## src/rtl/dcache_responder_pkg.sv

```systemverilog
// Shared widths, types and helpers for the direct-mapped write-back data cache.
package dcache_types;

    localparam int S_INDEX_DEFAULT = 3;
    localparam int OFFSET_W        = 5;
    localparam int WORD_SEL_W      = 3;
    localparam int LINE_W          = 256;
    localparam int LINE_BYTES      = 32;
    localparam int SET_W           = S_INDEX_DEFAULT;
    localparam int TAG_W           = 32 - OFFSET_W - SET_W;

    localparam logic [OFFSET_W-1:0] LINE_OFFSET_ZERO = 5'd0;

    typedef logic [LINE_W-1:0] line_t;

    typedef enum logic [1:0] {
        IDLE      = 2'd0,
        COMPARE   = 2'd1,
        WRITEBACK = 2'd2,
        FILL      = 2'd3
    } state_e;

    function automatic logic [31:0] line_word(input line_t line, input logic [WORD_SEL_W-1:0] word);
        return line[{word, 5'd0} +: 32];
    endfunction

    // Places a 4-lane word enable onto the 32 byte lanes of a line.
    function automatic logic [LINE_BYTES-1:0] word_byte_mask(input logic [WORD_SEL_W-1:0] word,
                                                             input logic [3:0] be);
        return {28'd0, be} << {word, 2'b00};
    endfunction

endpackage

```

## src/rtl/dcache_responder_if.sv

```systemverilog
// CPU-side and physical-memory-side signals of the data cache.
interface dcache_responder_if;

    logic [31:0]         mem_address;
    logic                mem_read;
    logic                mem_write;
    logic [3:0]          mem_byte_enable;
    logic [31:0]         mem_wdata;
    logic [31:0]         mem_rdata;
    logic                mem_resp;

    logic [31:0]         pmem_address;
    logic                pmem_read;
    logic                pmem_write;
    dcache_types::line_t pmem_wdata;
    dcache_types::line_t pmem_rdata;
    logic                pmem_resp;

    modport master (
        output mem_address, mem_read, mem_write, mem_byte_enable, mem_wdata,
        input  mem_rdata, mem_resp,
        input  pmem_address, pmem_read, pmem_write, pmem_wdata,
        output pmem_rdata, pmem_resp
    );

    modport slave (
        input  mem_address, mem_read, mem_write, mem_byte_enable, mem_wdata,
        output mem_rdata, mem_resp,
        output pmem_address, pmem_read, pmem_write, pmem_wdata,
        input  pmem_rdata, pmem_resp
    );

endinterface

```

## src/rtl/dcache_responder_array.sv

```systemverilog
// Per-set valid/dirty/tag/data storage: combinational read, synchronous writes.
module dcache_array
    import dcache_types::*;
#(
    parameter int S_INDEX = S_INDEX_DEFAULT
) (
    input  logic                      clk,
    input  logic                      rst,
    input  logic [S_INDEX-1:0]        set_idx,
    output logic                      valid,
    output logic                      dirty,
    output logic [31-OFFSET_W-S_INDEX:0] tag,
    output line_t                     line,
    input  logic                      hit_we,
    input  logic [LINE_BYTES-1:0]     byte_mask,
    input  line_t                     hit_line,
    input  logic                      fill_we,
    input  logic [31-OFFSET_W-S_INDEX:0] fill_tag,
    input  line_t                     fill_line
);

    localparam int SETS     = 1 << S_INDEX;
    localparam int TAG_BITS = 32 - OFFSET_W - S_INDEX;

    logic [SETS-1:0]     valid_r;
    logic [SETS-1:0]     dirty_r;
    logic [TAG_BITS-1:0] tag_r  [SETS];
    line_t               data_r [SETS];

    assign valid = valid_r[set_idx];
    assign dirty = dirty_r[set_idx];
    assign tag   = tag_r[set_idx];
    assign line  = data_r[set_idx];

    // Status bits: cleared by reset, set valid/clean on fill, dirty on write hit.
    always_ff @(posedge clk) begin
        if (rst) begin
            valid_r <= {SETS{1'b0}};
            dirty_r <= {SETS{1'b0}};
        end else if (fill_we) begin
            valid_r[set_idx] <= 1'b1;
            dirty_r[set_idx] <= 1'b0;
        end else if (hit_we) begin
            dirty_r[set_idx] <= 1'b1;
        end
    end

    // Tag and data storage; deliberately not cleared by reset.
    always_ff @(posedge clk) begin
        if (fill_we) begin
            tag_r[set_idx]  <= fill_tag;
            data_r[set_idx] <= fill_line;
        end else if (hit_we) begin
            for (int b = 0; b < LINE_BYTES; b++) begin
                if (byte_mask[b]) begin
                    data_r[set_idx][b*8 +: 8] <= hit_line[b*8 +: 8];
                end
            end
        end
    end

endmodule

```

## src/rtl/dcache_responder.sv

```systemverilog
// Direct-mapped, write-back, write-allocate data cache between the MEM stage and line memory.
module dcache_responder
    import dcache_types::*;
#(
    parameter int S_INDEX = S_INDEX_DEFAULT
) (
    input  logic               clk,
    input  logic               rst,
    dcache_responder_if.slave  bus
);

    localparam int TAG_BITS = 32 - OFFSET_W - S_INDEX;

    state_e                state_r, state_next_s;
    logic                  mem_resp_r, resp_next_s;
    logic [31:0]           mem_rdata_r, rdata_next_s;
    logic                  pmem_read_r, pread_next_s;
    logic                  pmem_write_r, pwrite_next_s;
    logic [31:0]           pmem_address_r, paddr_next_s;
    line_t                 pmem_wdata_r, pwdata_next_s;

    logic [WORD_SEL_W-1:0] addr_word_s;
    logic [S_INDEX-1:0]    addr_set_s;
    logic [TAG_BITS-1:0]   addr_tag_s;
    logic                  req_s, is_write_s, hit_s;
    logic                  arr_valid_s, arr_dirty_s;
    logic [TAG_BITS-1:0]   arr_tag_s;
    line_t                 arr_line_s;
    logic [31:0]           hit_word_s;
    logic                  hit_we_s, fill_we_s;
    logic [1:0]            unused_addr_s;

    assign addr_word_s   = bus.mem_address[4:2];
    assign addr_set_s    = bus.mem_address[OFFSET_W +: S_INDEX];
    assign addr_tag_s    = bus.mem_address[31 -: TAG_BITS];
    assign unused_addr_s = bus.mem_address[1:0];
    assign req_s         = bus.mem_read | bus.mem_write;
    assign is_write_s    = bus.mem_write;
    assign hit_s         = arr_valid_s && (arr_tag_s == addr_tag_s);
    assign hit_word_s    = line_word(arr_line_s, addr_word_s);

    dcache_array #(.S_INDEX(S_INDEX)) u_array (
        .clk       (clk),
        .rst       (rst),
        .set_idx   (addr_set_s),
        .valid     (arr_valid_s),
        .dirty     (arr_dirty_s),
        .tag       (arr_tag_s),
        .line      (arr_line_s),
        .hit_we    (hit_we_s),
        .byte_mask (word_byte_mask(addr_word_s, bus.mem_byte_enable)),
        .hit_line  ({8{bus.mem_wdata}}),
        .fill_we   (fill_we_s),
        .fill_tag  (addr_tag_s),
        .fill_line (bus.pmem_rdata)
    );

    // Next state and next registered outputs. mem_resp is decided one cycle
    // early so the pulse lines up with the COMPARE cycle that owns it; after a
    // fill, COMPARE spends one cycle to arm the pulse and one to present it.
    always_comb begin
        state_next_s  = state_r;
        resp_next_s   = 1'b0;
        rdata_next_s  = mem_rdata_r;
        pread_next_s  = 1'b0;
        pwrite_next_s = 1'b0;
        paddr_next_s  = pmem_address_r;
        pwdata_next_s = pmem_wdata_r;
        hit_we_s      = 1'b0;
        fill_we_s     = 1'b0;
        case (state_r)
            IDLE: begin
                if (req_s) begin
                    state_next_s = COMPARE;
                    resp_next_s  = hit_s;
                    rdata_next_s = hit_word_s;
                end else begin
                    state_next_s = IDLE;
                end
            end
            COMPARE: begin
                if (mem_resp_r) begin
                    state_next_s = IDLE;
                    hit_we_s     = is_write_s;
                end else if (hit_s) begin
                    state_next_s = COMPARE;
                    resp_next_s  = 1'b1;
                    rdata_next_s = hit_word_s;
                end else if (arr_valid_s && arr_dirty_s) begin
                    state_next_s  = WRITEBACK;
                    pwrite_next_s = 1'b1;
                    paddr_next_s  = {arr_tag_s, addr_set_s, LINE_OFFSET_ZERO};
                    pwdata_next_s = arr_line_s;
                end else begin
                    state_next_s = FILL;
                    pread_next_s = 1'b1;
                    paddr_next_s = {addr_tag_s, addr_set_s, LINE_OFFSET_ZERO};
                end
            end
            WRITEBACK: begin
                if (bus.pmem_resp) begin
                    state_next_s = FILL;
                    pread_next_s = 1'b1;
                    paddr_next_s = {addr_tag_s, addr_set_s, LINE_OFFSET_ZERO};
                end else begin
                    state_next_s  = WRITEBACK;
                    pwrite_next_s = 1'b1;
                end
            end
            FILL: begin
                if (bus.pmem_resp) begin
                    state_next_s = COMPARE;
                    fill_we_s    = 1'b1;
                end else begin
                    state_next_s = FILL;
                    pread_next_s = 1'b1;
                end
            end
            default: begin
                state_next_s = IDLE;
            end
        endcase
    end

    // State and output registers.
    always_ff @(posedge clk) begin
        if (rst) begin
            state_r        <= IDLE;
            mem_resp_r     <= 1'b0;
            mem_rdata_r    <= 32'd0;
            pmem_read_r    <= 1'b0;
            pmem_write_r   <= 1'b0;
            pmem_address_r <= 32'd0;
            pmem_wdata_r   <= {LINE_W{1'b0}};
        end else begin
            state_r        <= state_next_s;
            mem_resp_r     <= resp_next_s;
            mem_rdata_r    <= rdata_next_s;
            pmem_read_r    <= pread_next_s;
            pmem_write_r   <= pwrite_next_s;
            pmem_address_r <= paddr_next_s;
            pmem_wdata_r   <= pwdata_next_s;
        end
    end

    assign bus.mem_resp     = mem_resp_r;
    assign bus.mem_rdata    = mem_rdata_r;
    assign bus.pmem_read    = pmem_read_r;
    assign bus.pmem_write   = pmem_write_r;
    assign bus.pmem_address = pmem_address_r;
    assign bus.pmem_wdata   = pmem_wdata_r;

endmodule
```

## src/flat_wrapper.sv

```systemverilog
// flat-port wrapper written by rule: the top's interface ports become plain ports
module dcache_responder_flat import dcache_types::*;
#(
    parameter int S_INDEX = S_INDEX_DEFAULT
)
  (clk, rst, bus_mem_address, bus_mem_read, bus_mem_write, bus_mem_byte_enable, bus_mem_wdata, bus_mem_rdata, bus_mem_resp, bus_pmem_address, bus_pmem_read, bus_pmem_write, bus_pmem_wdata, bus_pmem_rdata, bus_pmem_resp);
  dcache_responder_if bus_i ();
  input  logic clk;
  input  logic rst;
  input wire logic [$bits(bus_i.mem_address)-1:0] bus_mem_address;
  input wire logic [$bits(bus_i.mem_read)-1:0] bus_mem_read;
  input wire logic [$bits(bus_i.mem_write)-1:0] bus_mem_write;
  input wire logic [$bits(bus_i.mem_byte_enable)-1:0] bus_mem_byte_enable;
  input wire logic [$bits(bus_i.mem_wdata)-1:0] bus_mem_wdata;
  output wire logic [$bits(bus_i.mem_rdata)-1:0] bus_mem_rdata;
  output wire logic [$bits(bus_i.mem_resp)-1:0] bus_mem_resp;
  output wire logic [$bits(bus_i.pmem_address)-1:0] bus_pmem_address;
  output wire logic [$bits(bus_i.pmem_read)-1:0] bus_pmem_read;
  output wire logic [$bits(bus_i.pmem_write)-1:0] bus_pmem_write;
  output wire logic [$bits(bus_i.pmem_wdata)-1:0] bus_pmem_wdata;
  input wire logic [$bits(bus_i.pmem_rdata)-1:0] bus_pmem_rdata;
  input wire logic [$bits(bus_i.pmem_resp)-1:0] bus_pmem_resp;
  assign bus_i.mem_address = bus_mem_address;
  assign bus_i.mem_read = bus_mem_read;
  assign bus_i.mem_write = bus_mem_write;
  assign bus_i.mem_byte_enable = bus_mem_byte_enable;
  assign bus_i.mem_wdata = bus_mem_wdata;
  assign bus_mem_rdata = bus_i.mem_rdata;
  assign bus_mem_resp = bus_i.mem_resp;
  assign bus_pmem_address = bus_i.pmem_address;
  assign bus_pmem_read = bus_i.pmem_read;
  assign bus_pmem_write = bus_i.pmem_write;
  assign bus_pmem_wdata = bus_i.pmem_wdata;
  assign bus_i.pmem_rdata = bus_pmem_rdata;
  assign bus_i.pmem_resp = bus_pmem_resp;
  dcache_responder #(.S_INDEX(S_INDEX)) u_core (.clk(clk), .rst(rst), .bus(bus_i));
endmodule
```

## config.mk

```make
export PLATFORM = sky130hd
export DESIGN_NAME = dcache_responder_flat
export DESIGN_NICKNAME = d
export VERILOG_FILES = /design/src/rtl/dcache_responder_pkg.sv /design/src/rtl/dcache_responder_if.sv /design/src/rtl/dcache_responder_array.sv /design/src/rtl/dcache_responder.sv /design/src/flat_wrapper.sv
export SDC_FILE = /design/constraint.sdc
export NUM_CORES = 2
export LEC_CHECK = 0
export BUFFER_PORTS_ARGS = -buffer_cell sky130_fd_sc_hd__buf_2
export CORE_MARGIN = 2
export CORE_UTILIZATION = 60
export DETAILED_ROUTE_END_ITERATION = 16
export GPL_ROUTABILITY_DRIVEN = 0
export MAX_ROUTING_LAYER = met4
export PLACE_DENSITY = 0.89
export SLEW_MARGIN = 40
export SYNTH_ARGS = -nofsm -noshare
export SYNTH_HDL_FRONTEND = slang
export SYNTH_SLANG_ARGS = --single-unit
```

## constraint.sdc

```tcl
create_clock -name clk -period 4.9 [get_ports clk]
set_input_delay 0 -clock clk [delete_from_list [all_inputs] [get_ports clk]]
set_output_delay 0 -clock clk [all_outputs]
set_load 0.1 [all_outputs]
```

==> results of run 1 <==
synthesized netlist by cell type, drive strengths merged, types with 11 or more instances:
cell	instances	share of area
nand3	30	0.0015
o22a	21	0.0018
mux4	108	0.024
o21ai	103	0.0050
a22o	45	0.0038
a221oi	209	0.018
dfxtp	336	0.065
a211oi	237	0.017
nand2	207	0.0075
o2bb2ai	35	0.0030
mux2	501	0.055
nor2	438	0.016
and2	21	0.0013
o211ai	16	0.0012
xnor2	12	0.0010
a21oi	409	0.020
buf	268	0.014
o221ai	20	0.0017
edfxtp	2240	0.65
a222oi	36	0.0035
a31oi	11	0.00067
mux2i	274	0.027
a221o	98	0.0095
a22oi	218	0.016
nand4	13	0.00085
a211o	13	0.0011
nor3	167	0.0081
clkbuf	255	0.0093
and3	23	0.0014
o22ai	44	0.0027
stage by stage:
stage | instance area [um2] | util | hold slack (ns)
2_1_floorplan | 103000 | - | 0.0989
3_3_place_gp | 109000 | 0.637 | 0.281
3_5_place_dp | 109000 | 0.638 | 0.295
4_1_cts | 121000 | 0.705 | 0.000379
what timing repair did:
action | CTS
hold buffers | 369
endpoints found under the hold margin | 2324
endpoints found under the setup margin | 0
metal layers:
| metal | global-route usage | GRT overflow |
|---|---|---|
| met5 | - | - |
| met4 | 0.588 | 0 |
| met3 | 0.617 | 0 |
| met2 | 0.765 | 2 |
| met1 | 0.619 | 0 |
logic make-up after synthesis:
logic type               after synthesis  share of synthesized area
AND/OR/NAND/NOR                      955                     0.0408
adder cells (fa/ha/maj)                4                   0.000486
XOR/XNOR                              15                    0.00127
buffers and inverters                536                     0.0233
other                                  1                  0.0000364
AO/OA/AOI/OAI                       1591                      0.111
flip-flops                          2576                      0.718
multiplexers                         883                      0.105
==> impl_metrics.yaml, run 1 <==
outcome:
  error_line: "[ERROR GRT-0232] Routing congestion too high. Check the congestion heatmap in the GUI."
  status: "aborted with a tool error"
  haltStage: "5_1_grt"
floorplanning:
  ios: 652
  rows: 152
  die_h_um: 418
  start_util: 0.602
  die_w_um: 418
yosys:
  avgSynthCellArea_um2: 15.7
  ys_seq_elements: 2576
  yosys_warnings: 0
  ys_types: 83
  synth_edf_count: 2240
  ys_seq_area_frac: 0.718
  synth_area_um2: 103000
  synthCells: 6561
  synthArstFlopShare: 0
  ys.flop_type: "edfxtp_1"
clock_network:
  postCtsSetupBuffers: 0
  h-tree-depth: 4
  cts_inserted_buffers: 230
  clockBufferDepth: 3
  root_buffer: "clkbuf_16"
  cts_resized: 0
  clock_sinks: 2576
placed_design:
  dp_cells: 9125
  post-dp-hpwl_um: 235000
  numPortBuffers: 644
  post-place-ws_ns: 0.713
global_route:
  antenna_found_initial: 145
  grt_usage: 0.659
  grt_max_degree: 166
  gr-total-overflow: 2
==> run 2: changes to the inputs <==
- CORE_UTILIZATION: 60 -> 40
- MAX_ROUTING_LAYER: met4 -> default
- PLACE_DENSITY: 0.89 -> default
- PLACE_DENSITY_LB_ADDON: default -> 0.15
==> impl_metrics.yaml, run 2 <==
detailed_routing:
  highest_layer: "met5"
  met2_wirelength_um: 188000
  vias_per_cell: 6.21
  drtIter0Drc: 9502
  drc_errors: 0
  wl_per_cell_um: 36.8
  wirelength_um: 417000
  route.met3.wl_um: 40400
  wl_met1_um: 163000
  vias: 70500
  first_pass_iters: 8
  ant_nets: 0
yosys:
  yosys-top-cells-count: "edfxtp_1 (2240), mux2_2 (499), nor2_1 (437)"
  synth_top_area_frac: 0.653
  ys_types: 83
  synth_edf_count: 2240
  synth_area_um2: 103000
  yosysMostFrequentCell: "edfxtp_1"
  avgSynthCellArea_um2: 15.7
  synthArstFlopShare: 0
  ys_seq_elements: 2576
  ys.flop_type: "edfxtp_1"
  synthCells: 6561
  ys_seq_area_frac: 0.718
  synthTopCellsByArea: "edfxtp_1 (65%), dfxtp_1 (6.5%), mux2_2 (5.5%)"
  synth_top_area_cell: "edfxtp_1"
  yosys_warnings: 0
power:
  clkPwrFrac: 0.424
  ir_drop_mv: 0.392
  p_sw_mw: 12.1
  internal_power_mw: 37.4
  combPwrFrac: 0.091
  power.density_nw_per_um2: 395
  switching_share: 0.244
  p_leak_nw: 42.2
  pwr-share-seq: 0.486
floorplanning:
  core_um2: 256000
  die_h_um: 512
  start_util: 0.402
  die_w_um: 512
  ios: 652
  rows: 186
  fp.dieArea_um2: 262000
layout:
  max_flop_register: "u_core.u_array.data_r"
  final_area_um2: 125000
  largest_reg_flops: 2048
  final_common_cell: "edfxtp_1"
  final_cell_mix: "edfxtp_1 (2240), buf_2 (647), mux2_2 (499), dlygate4sd3_1 (412), a21oi_1 (402)"
  drive_above_1_share: 0.278
  finalNetCount: 8067
  area_growth_pct: 21.5
  final_cells: 11300
clock_network:
  clock_sinks: 2576
  clk-insertion-delay-late_ns: 0.96
  cts_inserted_buffers: 293
  tritoncts: "yes"
  clockBufferDepth: 4
  cts.clk_slew.worst_paths_ns: 0.06
  root_buffer: "clkbuf_16"
  h-tree-depth: 5
setup_path:
  startpoint_type: "flip-flop"
  worstSetupEndpointType: "flip-flop"
  crit_type: "flip-flop to flip-flop"
  r2r-start: "u_core.state_r[1]"
  r2r_cells: 9
  reg2reg_setup_slack_ns: 0.42
  crit_end: "u_core.u_array.data_r[5][169]"
  critPathMaxFanout: 9
  startpoint: "u_core.state_r[1]"
  cp.required_ns: 5.52
  r2r-end: "u_core.u_array.data_r[5][169]"
  cp_data_arrival_time_ns: 5.11
global_route:
  grt_pass1_wl_um: 563000
  grt_max_degree: 169
  gr-total-overflow: 0
  antenna_found_initial: 48
  grt_usage: 0.310
  grt_pass1_vias: 67300
sta:
  hold_viol: 0
  slew_headroom: 0.350
  setup-tns-final_ns: 0
  worstMarginPinSlew_ns: 0.975
  rsz0062_at_grt: "no"
  setup_viol: 0
  timing.fmax_mhz: 223
  clock_skew_ns: 0.0936
  period_share: 0.915
  slew_violations: 0
  finalCriticalPeriod_ns: 4.48
placed_design:
  place_area_um2: 112000
  dp_cells: 10400
  post-dp-hpwl_um: 266000
  numPortBuffers: 644
hold_path:
  hp-class: "primary input to flip-flop"
outcome:
  status: "finished, final reports clean"
flow_run:
  maxCapViolCount: 0
-- run 2: cell counts after synthesis --
Identical to the previous run, type by type.
-- run 2: kinds of logic after synthesis --
| group | synth area share |
|---|---|
| AO/OA/AOI/OAI | 0.111 |
| XOR/XNOR | 0.00127 |
| flip-flops | 0.718 |
| AND/OR/NAND/NOR | 0.0408 |
| buffers and inverters | 0.0233 |
| multiplexers | 0.105 |
| other | 0.0000364 |
| adder cells (fa/ha/maj) | 0.000486 |
-- run 2: worst max-delay path, stage by stage (launching register included) --
cell           delay [ns]
dfxtp_1              0.32
inv_1                0.09
ha_1                 0.26
and3_1               0.75
nand2_1              0.25
nor3_2               0.72
buf_4                0.34
nand2_1              0.33
mux2_2               0.39
dlygate4sd3_1        0.66
-- run 2: worst min path at each step --
stage,from,end,slack (ns),cells after the start
floorplan,bus_mem_address[8],u_core.u_array.tag_r[0][0],0.1,0
global placement,bus_mem_address[24],u_core.u_array.tag_r[1][16],0.31,1
detailed placement,bus_mem_address[24],u_core.u_array.tag_r[5][16],0.32,1
CTS,bus_pmem_rdata[150],u_core.u_array.data_r[1][150],0.0006,3
global route,bus_pmem_rdata[147],u_core.u_array.data_r[7][147],0.04,3
finish,bus_pmem_rdata[6],u_core.u_array.data_r[2][6],0.05,3
-- run 2: power groups by stage --
stage / Combinational, mW / Sequential, mW / Clock (mW)
2_1_floorplan: 1.64 / 24.9 / 0
6_report: 4.50 / 24.0 / 21.0
5_1_grt: 4.58 / 24.0 / 22.0
3_3_place_gp: 4.05 / 24.5 / 0
4_1_cts: 4.41 / 24.0 / 21.1
3_5_place_dp: 4.13 / 24.5 / 0
-- run 2: what timing repair did --
action | CTS | global route
resized for setup | 0 | 0
buffers inserted | 0 | 0
hold buffers | 412 | 0
endpoints found under the hold margin | 2388 | 0
-- run 2: per-layer routing --
metal / track usage / vias up
met2: 0.475 / 4226
met4: 0.166 / 8
met3: 0.0597 / 833
li1: - / 28800
met1: 0.416 / 36700
met5: 0 / -
-- run 2: final cells by class --
| class | instances | area [um2] |
|---|---|---|
| flip-flops and latches | 2576 | 74000 |
| repair buffers | 1397 | 10600 |
| clock buffers | 372 | 7820 |
| multi-input cells | 3453 | 27400 |
| diodes | 27 | 67.6 |
| clock inverters | 125 | 1110 |
| well taps | 3384 | 4230 |
| fillers | 22000 | 131000 |
| inverters | 13 | 65.1 |
-- run 2: through the flow --
step	total power, mW	setup WS [ns]	util	hold WS [ns]
3_3_place_gp	28.5	0.822	0.435	0.306
6_report	49.5	0.418	0.489	0.0501
3_5_place_dp	28.6	0.807	0.437	0.318
5_1_grt	50.6	0.409	0.488	0.0370
4_1_cts	49.5	0.631	0.488	0.000554
2_1_floorplan	26.6	1.39	-	0.0989
(Power assumes the default switching activity.)
